$ cat src/rtl/alu_out_queue.sv
// Opcode-selected ALU result capture into a DEPTH-entry valid/ready FIFO.
// Optional zero/negative flags per entry when ALU_OUT_FLAGS_EN is defined.
module alu_out_queue #(
  parameter int unsigned WIDTH   = 8,
  parameter int unsigned NUM_OPS = 8,
  parameter int unsigned SEL_W   = 3,
  parameter int unsigned DEPTH   = 4
) (
  input  logic                       clk,
  input  logic                       rst_n,
  input  logic [SEL_W-1:0]           s,
  input  logic [NUM_OPS*WIDTH-1:0]   op_d,
  input  logic [NUM_OPS-1:0]         op_cout,
  input  logic                       in_valid,
  output logic                       in_ready,
  output logic                       out_valid,
  input  logic                       out_ready,
  output logic [WIDTH-1:0]           d,
  output logic                       cout,
`ifdef ALU_OUT_FLAGS_EN
  output logic                       zf,
  output logic                       nf,
`endif
  output logic                       sel_err,
  output logic [$clog2(DEPTH):0]     level
);

  localparam int unsigned PtrW = $clog2(DEPTH);
  localparam int unsigned CntW = PtrW + 1;
`ifdef ALU_OUT_FLAGS_EN
  localparam int unsigned EntryW = WIDTH + 3;
`else
  localparam int unsigned EntryW = WIDTH + 1;
`endif
  localparam logic [SEL_W:0] NumOpsL = (SEL_W + 1)'(NUM_OPS);
  localparam logic [CntW-1:0] DepthL = CntW'(DEPTH);

  logic [EntryW-1:0] r_mem [DEPTH];
  logic [PtrW-1:0]   r_wr_ptr;
  logic [PtrW-1:0]   r_rd_ptr;
  logic [CntW-1:0]   r_count;
  logic              r_sel_err;

  logic              w_accept;
  logic              w_legal;
  logic              w_push;
  logic              w_pop;
  logic              w_illegal;
  logic [WIDTH-1:0]  w_sel_d;
  logic              w_sel_c;
  logic [EntryW-1:0] w_entry;
  logic [EntryW-1:0] w_head;

  assign in_ready  = (r_count != DepthL);
  assign out_valid = (r_count != '0);
  assign w_accept  = in_valid && in_ready;
  assign w_legal   = ({1'b0, s} < NumOpsL);
  assign w_push    = w_accept && w_legal;
  assign w_illegal = w_accept && !w_legal;
  assign w_pop     = out_valid && out_ready;

  // Loop mux keeps out-of-range opcodes from indexing past op_d.
  always_comb begin
    w_sel_d = '0;
    w_sel_c = 1'b0;
    for (int k = 0; k < NUM_OPS; k++) begin
      if (s == SEL_W'(k)) begin
        w_sel_d = op_d[k*WIDTH +: WIDTH];
        w_sel_c = op_cout[k];
      end
    end
  end

`ifdef ALU_OUT_FLAGS_EN
  assign w_entry = {(w_sel_d == '0), w_sel_d[WIDTH-1], w_sel_c, w_sel_d};
`else
  assign w_entry = {w_sel_c, w_sel_d};
`endif

  always_ff @(posedge clk) begin
    if (w_push) begin
      r_mem[r_wr_ptr] <= w_entry;
    end
  end

  always_ff @(posedge clk or negedge rst_n) begin
    if (!rst_n) begin
      r_wr_ptr  <= '0;
      r_rd_ptr  <= '0;
      r_count   <= '0;
      r_sel_err <= 1'b0;
    end else begin
      r_sel_err <= w_illegal;
      if (w_push) begin
        r_wr_ptr <= r_wr_ptr + 1'b1;
      end
      if (w_pop) begin
        r_rd_ptr <= r_rd_ptr + 1'b1;
      end
      if (w_push && !w_pop) begin
        r_count <= r_count + 1'b1;
      end else if (!w_push && w_pop) begin
        r_count <= r_count - 1'b1;
      end
    end
  end

  assign w_head  = out_valid ? r_mem[r_rd_ptr] : '0;
  assign d       = w_head[WIDTH-1:0];
  assign cout    = w_head[WIDTH];
`ifdef ALU_OUT_FLAGS_EN
  assign nf      = w_head[WIDTH+1];
  assign zf      = w_head[WIDTH+2];
`endif
  assign sel_err = r_sel_err;
  assign level   = r_count;

endmodule

$ cat config.mk
export PLATFORM = sky130hd
export DESIGN_NAME = alu_out_queue
export DESIGN_NICKNAME = d
export VERILOG_FILES = /design/src/rtl/alu_out_queue.sv
export SDC_FILE = /design/constraint.sdc
export NUM_CORES = 1
export LEC_CHECK = 0
export CAP_MARGIN = 40
export CORE_UTILIZATION = 40
export CTS_BUF_LIST = sky130_fd_sc_hd__clkbuf_8
export DETAILED_ROUTE_END_ITERATION = 6
export GPL_ROUTABILITY_DRIVEN = 0
export PLACE_DENSITY = 0.86
export SLEW_MARGIN = 20
export SYNTH_ARGS = -nofsm -noshare
export SYNTH_HDL_FRONTEND = slang
export SYNTH_SLANG_ARGS = --single-unit
$ cat constraint.sdc
create_clock -name clk -period 3.1 [get_ports clk]
set_clock_uncertainty 0.15 [all_clocks]
set_input_delay 0.93 -clock clk [delete_from_list [all_inputs] [get_ports clk]]
set_output_delay 0.93 -clock clk [all_outputs]
set_load 0.05 [all_outputs]
## Word level (Yosys, flattened, before mapping)

Memory sizes are Yosys's and may differ from the RTL's.
Index checks and enable logic that the tools add are counted.
Widths: inputs -> output; s select.

- Bits in writable memories: 36
- Memories: 1
- Word-level logic and storage cells: 46
- Register bits after elaboration: 7
- Output and inout port bits: 15
- Bits of input ports: 79

Memories:

| memory | words | width | rd ports | clocked after memory_dff | write ports | RTL line | source |
|---|---|---|---|---|---|---|---|
| r_mem | 4 | 9 | 1 | 0 | 1 | 38 | `logic [EntryW-1:0] r_mem [DEPTH];` |

- Mux-type cells: 21
- Reduce and logical (&&, ||, !) cells: 9
- Add/sub/neg operators: 4
- Eq/ne operators: 8

Operators with widths:

| operator | count |
|---|---|
| $mux 8 | 8 |
| $eq 3x3->1 const B | 4 |
| $mux 1 | 10 |
| $mux 9 | 1 |
| $eq 3x2->1 const B | 2 |
| $mux 3 | 2 |
| $add 2x1->2 const B | 2 |
| $logic_and 1x1->1 | 4 |
| $add 3x1->3 const B | 1 |
| $eq 3x1->1 const B | 1 |
| $logic_not 3->1 | 1 |
| $ne 3x3->1 const B | 1 |
| $reduce_bool 3->1 | 1 |
| $sub 3x1->3 const B | 1 |
| $logic_not 1->1 | 2 |
| $reduce_bool 2->1 | 1 |

## Depth between registers and ports, before layout

Gate-level depths: netlist of the first run.

- Depth in word-level cells: 9
- Depth in mapped cells: 9
- Gate-level depth less buffers: 9

## Worst setup path after synthesis of the first run

No wires, ideal clock.

- Kind: register to output
- From: reg r_count[0] (netlist: level[0])
- To: out cout
- Data required time: 2,020 ps
- Path buffers: 1
- Arrival: 2,007 ps
- Slack: 13 ps
- Cell stages (with the launch flop): 4
- Cell sequence: dfrtp_1 or3_1 clkbuf_1 and2_1

- Cells in the longest elaborated chain, start to end: 2

Ends and longest elaborated chain:

| element | RTL line | source |
|---|---|---|
| from (decl) | 41 | `logic [CntW-1:0] r_count;` |
| from (signal assigned) | 101 | `r_count <= r_count + 1'b1;` |
| from (signal assigned) | 103 | `r_count <= r_count - 1'b1;` |
| $reduce_bool 3->1 | 55 | `assign out_valid = (r_count != '0);` |
| named net out_valid | 16 | `output logic out_valid,` |
| $mux 9 | 108 | `assign w_head = out_valid ? r_mem[r_rd_ptr] : '0;` |
| to (decl) | 19 | `output logic cout,` |

The timed path passes the listed nets, and every way through them passes these cells.

## Final worst setup path of the first run

- From: reg r_count[0] (netlist: level[0])
- To: out out_valid

- Cells in the longest elaborated chain, start to end: 1

Ends and longest elaborated chain:

| element | RTL line |
|---|---|
| $reduce_bool 3->1 | 55 |
| to (decl) | 16 |

No other way between the ends.

==> qor.txt, run 1 <==
Status: completed
RSZ-0062 raised after global routing: no
Count of pins over their slew limit: 0
Synthesized area per cell: 14.40 um^2
Critical path cell sequence: or3_1, clkdlybuf4s50_1
Core box area: 5608 um^2
Buf/Inv on CP: 1
Setup tns final: 0 ps
Yosys cell types: 32
Least-Margin Pin Slew: 510.3 ps
Fin cells: 334
CP max stage cell: clkdlybuf4s50_1
Routed Antenna Nets: 0
Setup repair bufs after CTS: 0
Pleak: 1.318 nW
Hold Path Class: reg -> reg
Via/cell ratio: 5.168
Post-synth EDFFs: 36
Post-synthesis mux area share: 21.75%
CP required: 2020 ps
F_max: 0.3377 GHz
Max incr delay on CP: 720 ps
Die height: 79.07 um
Mean routed wirelength per cell: 15.81 um
DRT iter0 DRCs: 82
Largest family of logic cells by synthesized area: multiplexers
Clock Latency Late Sink: 290 ps
CTS tree: done
Clock buffer depth: 2
Final hold viol count: 0
Cell Rows: 27
Post-Synthesis Cells: 165
Number of H-tree levels: 2
Synth Area in Simple Gates: 9.531%
DRT Pass-1 Iters: 4
Final #Nets: 346
Post-synthesis cell area: 2376 um^2
Count of input and output buffers: 92
Arrival @ worst endpoint: 1880 ps
Most frequent cells in the layout: 83 x clkdlybuf4s50_1, 36 x edfxtp_1, 17 x buf_4
Dpl cells: 326
DIE WIDTH: 79.07 um
I/O pin cnt: 94
Post-synthesis register bit count: 43
Largest net degree at the start of global routing: 23
Post-CTS resize count: 0
Vias in the first global route: 1795
Sequential area share after synthesis: 52.87%
Ant. Diodes: 0
Power per cell area: 771.0 nW/um^2
Asr flop ratio synth: 16.28%
Post-Syn Nets: 250
Post-route minimum period: 2961 ps
Layout cells sized above 1: 16.03%
Crit Path Max Fanout: 5
Post-Synth XOR/XNOR Area: 2.212%
DRC viols: 0
Via count: 1726
GRT Total Usage: 18.45%
Slew margin rel.: 65.98%
Startpoint Class: register
CTS clk-pin slew, worst paths: 80 ps
Core Util, Final: 62.34%
CTS Buf Count: 5
Pwr Total: 2.695 mW
Area Growth Syn to Fin: 47.13%
CP endpoint kind: output pin
Most common cell after layout, fill and taps aside: clkdlybuf4s50_1
Initial Util: 42.37%
Final WL: 5281 um
Peak VDD IR: 0.4651 mV
Grt ovf: 0
Clock sink total: 43
Initial antenna violation count: 0
Synth warn: 0
Critical path's top delay family: buffers and inverters
CP Class: reg -> out
Adder-Cell Fraction of Synth Area: 3.476%
Total of max-cap violations: 0
Final setup viols: 0
Ys flop type: edfxtp_1
Fin crit share: 95.52%
Die area: 6252 um^2
Dpl hpwl: 4227 um
Hold-fix buffers, CTS: 0
CTS Root Cell: clkbuf_8
Synth Area in Compound Gates: 6.582%
Global-route wire length before repair: 8514 um
worst register-to-register path: stages (launching register included):
cell and delay, ps:
dfrtp_1 450, or3_1 420, buf_4 190, nand2_1 100, ha_1 180, inv_1 60
fa_1 370, xor2_1 150, nor2_1 110, xor2_1 150
flip-flops by register name (all words and copies together) (netlist names):
name and cells:
r_rd_ptr 2, r_mem 36, r_wr_ptr 2, level 3
report_power, final:
| group | switching [mW] | internal (mW) |
|---|---|---|
| clock network | 0.177 | 0.260 |
| logic | 0.787 | 0.583 |
| registers | 0.0902 | 0.798 |
final timing paths:
check | start | end | slack, ps | cells past startpoint
max | level[0] | out_valid | 140 | 2
min | level[2] | level[2] | 370 | 1
max reg2reg | level[0] | level[2] | 710 | 9
min reg2reg | level[2] | level[2] | 370 | 1
max in group asynchronous | rst_n | r_rd_ptr[0] | 1820 | 1
min in group asynchronous | rst_n | level[0] | 740 | 1
cells in the mapped netlist (4+ instances only):
| library cell | count | area share (%) |
|---|---|---|
| dfrtp_1 | 7 | 7.4 |
| xnor2_1 | 4 | 1.5 |
| nor2b_1 | 9 | 2.4 |
| buf_2 | 5 | 1.1 |
| mux4_2 | 14 | 13 |
| nand2_1 | 10 | 1.6 |
| a21oi_1 | 4 | 0.84 |
| mux2i_1 | 10 | 4.2 |
| ha_1 | 5 | 2.6 |
| edfxtp_1 | 36 | 45 |
| inv_1 | 4 | 0.63 |
| and3_1 | 5 | 1.3 |
| a221o_1 | 8 | 3.4 |
| o21ai_0 | 8 | 1.7 |
| and2_1 | 9 | 2.4 |
metal layers:
layer / vias to the layer above / GRT usage [%] / share of wire (%)
met1: 804 / 21.74 / 40
met2: 88 / 32.84 / 52
met5: - / 0 / 0
met3: 4 / 5.402 / 8.0
met4: 0 / 4.545 / 0.61
li1: 830 / - / -
logic make-up after synthesis:
group / Yosys count
flops: 43
other cells: 1
buf+inv: 16
compound gates: 22
fa+ha+maj: 6
simple gates: 42
mux: 29
xor+xnor: 6
stage by stage:
stage | hold WS [ps] | instance area, um^2 | setup slack [ps]
2_1_floorplan | 384.0 | 2376 | 13.47
3_3_place_gp | 353.8 | 3378 | 110.6
3_5_place_dp | 359.8 | 3378 | 35.83
4_1_cts | 370.6 | 3496 | 100.2
5_1_grt | 390.9 | 3496 | 57.00
6_report | 373.3 | 3496 | 138.9
final cells by class:
class / count / area [um^2]
Multi-Input combinational cell: 106 / 1039
Sequential cell: 43 / 1256
Fill cell: 451 / 2112
Tap cell: 72 / 90.09
Clock inverter: 2 / 35.03
Timing Repair Buffer: 101 / 978.4
Clock buffer: 6 / 82.58
Inverter: 4 / 15.01
(Power assumes the default switching activity.)
==> inputs of run 2 (changes only) <==
--- a/config.mk
+++ b/config.mk
@@ -6,11 +6,11 @@
 export NUM_CORES = 1
 export LEC_CHECK = 0
 export CAP_MARGIN = 40
-export CORE_UTILIZATION = 40
+export CORE_UTILIZATION = 45
 export CTS_BUF_LIST = sky130_fd_sc_hd__clkbuf_8
 export DETAILED_ROUTE_END_ITERATION = 6
 export GPL_ROUTABILITY_DRIVEN = 0
-export PLACE_DENSITY = 0.86
+export PLACE_DENSITY = 0.94
 export SLEW_MARGIN = 20
 export SYNTH_ARGS = -nofsm -noshare
 export SYNTH_HDL_FRONTEND = slang
==> run 2 against run 1 <==
  * Global-route usage rose by 1.4 points
  * Die area shrank 11%
  * Sequential power is essentially flat
  * Worst hold slack worse by 2.7 ps
  * Cell count decreased by 0.90%
  * Maximum frequency is 1.8% higher
  * Design area grew 0.57%
  * Core utilization increased by 6.5 points
  * Sequential share of layout area shrank 0.20 points
  * Routed wire length is 2.6% lower
  * Via count increased by 0.58%
  * Worst setup slack better by 53 ps
  * Largest power group unchanged
==> qor.txt, run 2 (synthesis gave the netlist of run 1 again) <==
Via/cell ratio: 5.245 (+1.5%)
Total of max-cap violations: 0 (unchanged)
Initial antenna violation count: 0 (unchanged)
Die height: 74.67 um (-5.6%)
Least-Margin Pin Slew: 498.4 ps (-11.85 ps)
Global-route wire length before repair: 8045 um (-5.5%)
Cell Rows: 26 (-3.7%)
Worst R2R End: level[2]
R2R setup slack: 680 ps (-30 ps)
Count of pins over their slew limit: 0 (unchanged)
Critical path cell sequence: nor2_1, nand2_1, clkdlybuf4s50_1
Final setup viols: 0 (unchanged)
Count of input and output buffers: 92 (unchanged)
Largest net degree at the start of global routing: 23 (unchanged)
Worst setup margin: 191.5 ps (+52.51 ps)
CTS clk-pin slew, worst paths: 90 ps (about the same)
Area Growth Syn to Fin: 47.97%
RSZ-0062 raised after global routing: no
Vias in the first global route: 1730 (-3.6%)
Largest reg by FF count: r_mem
R2R cell count: 8 (-1)
Dpl cells: 323 (-0.92%)
GRT Total Usage: 19.90% (+1.4 points)
Core Util, Final: 68.84% (+6.5 points)
Max reg flops: 36 (unchanged)
Initial Util: 46.52% (+4.2 points)
Core box area: 5107 um^2 (-8.9%)
DRT Pass-1 Iters: 4 (unchanged)
Final #Nets: 345 (-0.29%)
Max incr delay on CP: 840 ps (+120 ps)
DIE WIDTH: 74.67 um (-5.6%)
CP endpoint kind: output pin
Power per cell area: 787.9 nW/um^2 (+2.2%)
FILL cells: 341 (-24%)
CTS tree: done
Via count: 1736 (+0.58%)
Post-CTS resize count: 1 (+1)
Grt ovf: 0 (unchanged)
Hold depth: 1 (unchanged)
DP Worst Slack: 49.64 ps (+13.81 ps)
Slew margin rel.: 66.67% (+0.69 points)
Final Cell Area: 3516 um^2 (+0.57%)
Hold-fix buffers, CTS: 0 (unchanged)
R2r startpoint: level[0]
Ant. Diodes: 0 (unchanged)
Most common cell after layout, fill and taps aside: clkdlybuf4s50_1
Fin cells: 331 (-0.90%)
Routed Antenna Nets: 0 (unchanged)
Crit Path Max Fanout: 6 (+1)
Status: completed
CP required: 2020 ps (about the same)
Setup repair bufs after CTS: 0 (unchanged)
F_max: 0.3438 GHz (+1.8%)
Post-route minimum period: 2909 ps (-52.51 ps)
CTS Buf Count: 5 (unchanged)
Layout cells sized above 1: 15.71% (-0.32 points)
Hold Path Class: reg -> reg
Mean routed wirelength per cell: 15.54 um (-1.7%)
CTS Root Cell: clkbuf_8
Min-delay src: level[2]
Die area: 5575 um^2 (-11%)
Dpl hpwl: 4018 um (-5.0%)
I/O pin cnt: 94 (unchanged)
DRC viols: 0 (unchanged)
Peak VDD IR: 0.3723 mV (-20%)
Final hold viol count: 0 (unchanged)
Final WL: 5145 um (-2.6%)
Hold Path End: level[2]
Number of H-tree levels: 2 (unchanged)
Arrival @ worst endpoint: 1830 ps (-50 ps)
CP Class: reg -> out
Placed cell area: 3381 um^2 (about the same)
Fin crit share: 93.82% (-1.7 points)
CP max stage cell: clkdlybuf4s50_1
Pleak: 1.320 nW (+0.17%)
Startpoint Class: register
Setup tns final: 0 ps (unchanged)
Clock buffer depth: 2 (unchanged)
Clock sink total: 43 (unchanged)
Most frequent cells in the layout: 82 x clkdlybuf4s50_1, 36 x edfxtp_1, 15 x buf_4
Clock Latency Late Sink: 300 ps (about the same)
DRT iter0 DRCs: 108 (+32%)
## run 2: cell count changes in the layout (fill, tap and decap cells not counted)
cell	previous run	this run
buf_12	1	2
clkdlybuf4s50_1	83	82
dlygate4sd2_1	0	1
clkbuf_8	6	5
clkinvlp_4	0	1
clkinv_2	1	0
bufinv_16	1	2
buf_4	17	15
## run 2: routing by layer
metal  track usage (%)  wire length (um)
met5                 0                 0
met4             8.386                54
met3             4.016               359
met2             34.13              2738
met1             24.68              1992
## run 2: critical path: cells and delay by family (launching register included)
family	cells	cell delay, ps
simple gates	2	230
flops	1	460
buf+inv	1	840
## run 2: power by group
group	total (mW)	switching (mW)	internal (mW)
logic	1.37	0.791	0.577
clock network	0.513	0.192	0.321
registers	0.890	0.0925	0.797
## run 2: metrics by stage
stage | hold slack [ps] | total power [mW]
after floorplan | 384.0 | 1.830
after global placement | 349.2 | 2.248
after detailed placement | 355.0 | 2.283
after CTS | 371.0 | 2.794
after global routing | 412.6 | 2.912
final | 370.5 | 2.770
## run 2: worst max path at each step
stage | startpoint | to | slack (ps) | cells after the start
finish | level[0] | in_ready | 190 | 3
global placement | s[0] | r_mem[0][7] | 110 | 5
detailed placement | s[0] | r_mem[1][0] | 50 | 5
floorplan | level[0] | cout | 10 | 3
CTS | level[0] | in_ready | 200 | 3
global route | level[0] | in_ready | 130 | 3
## run 2: final cells by class
type                       instances  area [um^2]  share of cell area (%)
timing repair buffer             100        982.2                   27.94
multi-input combinational        106         1039                   29.54
clock inverter                     3        67.56                   1.922
inverter                           4        15.01                  0.4270
clock buffer                       5        68.82                   1.957
sequential                        43         1256                   35.73
tap                               70        87.58                   2.491
==> inputs of run 3 (changes only) <==
--- a/config.mk
+++ b/config.mk
@@ -5,7 +5,7 @@
 export SDC_FILE = /design/constraint.sdc
 export NUM_CORES = 1
 export LEC_CHECK = 0
-export CAP_MARGIN = 40
+export CAP_MARGIN = 20
 export CORE_UTILIZATION = 45
 export CTS_BUF_LIST = sky130_fd_sc_hd__clkbuf_8
 export DETAILED_ROUTE_END_ITERATION = 6
==> results of run 3 <==
Same layout as run 2: the final DEF is identical, and so are final timing and power.
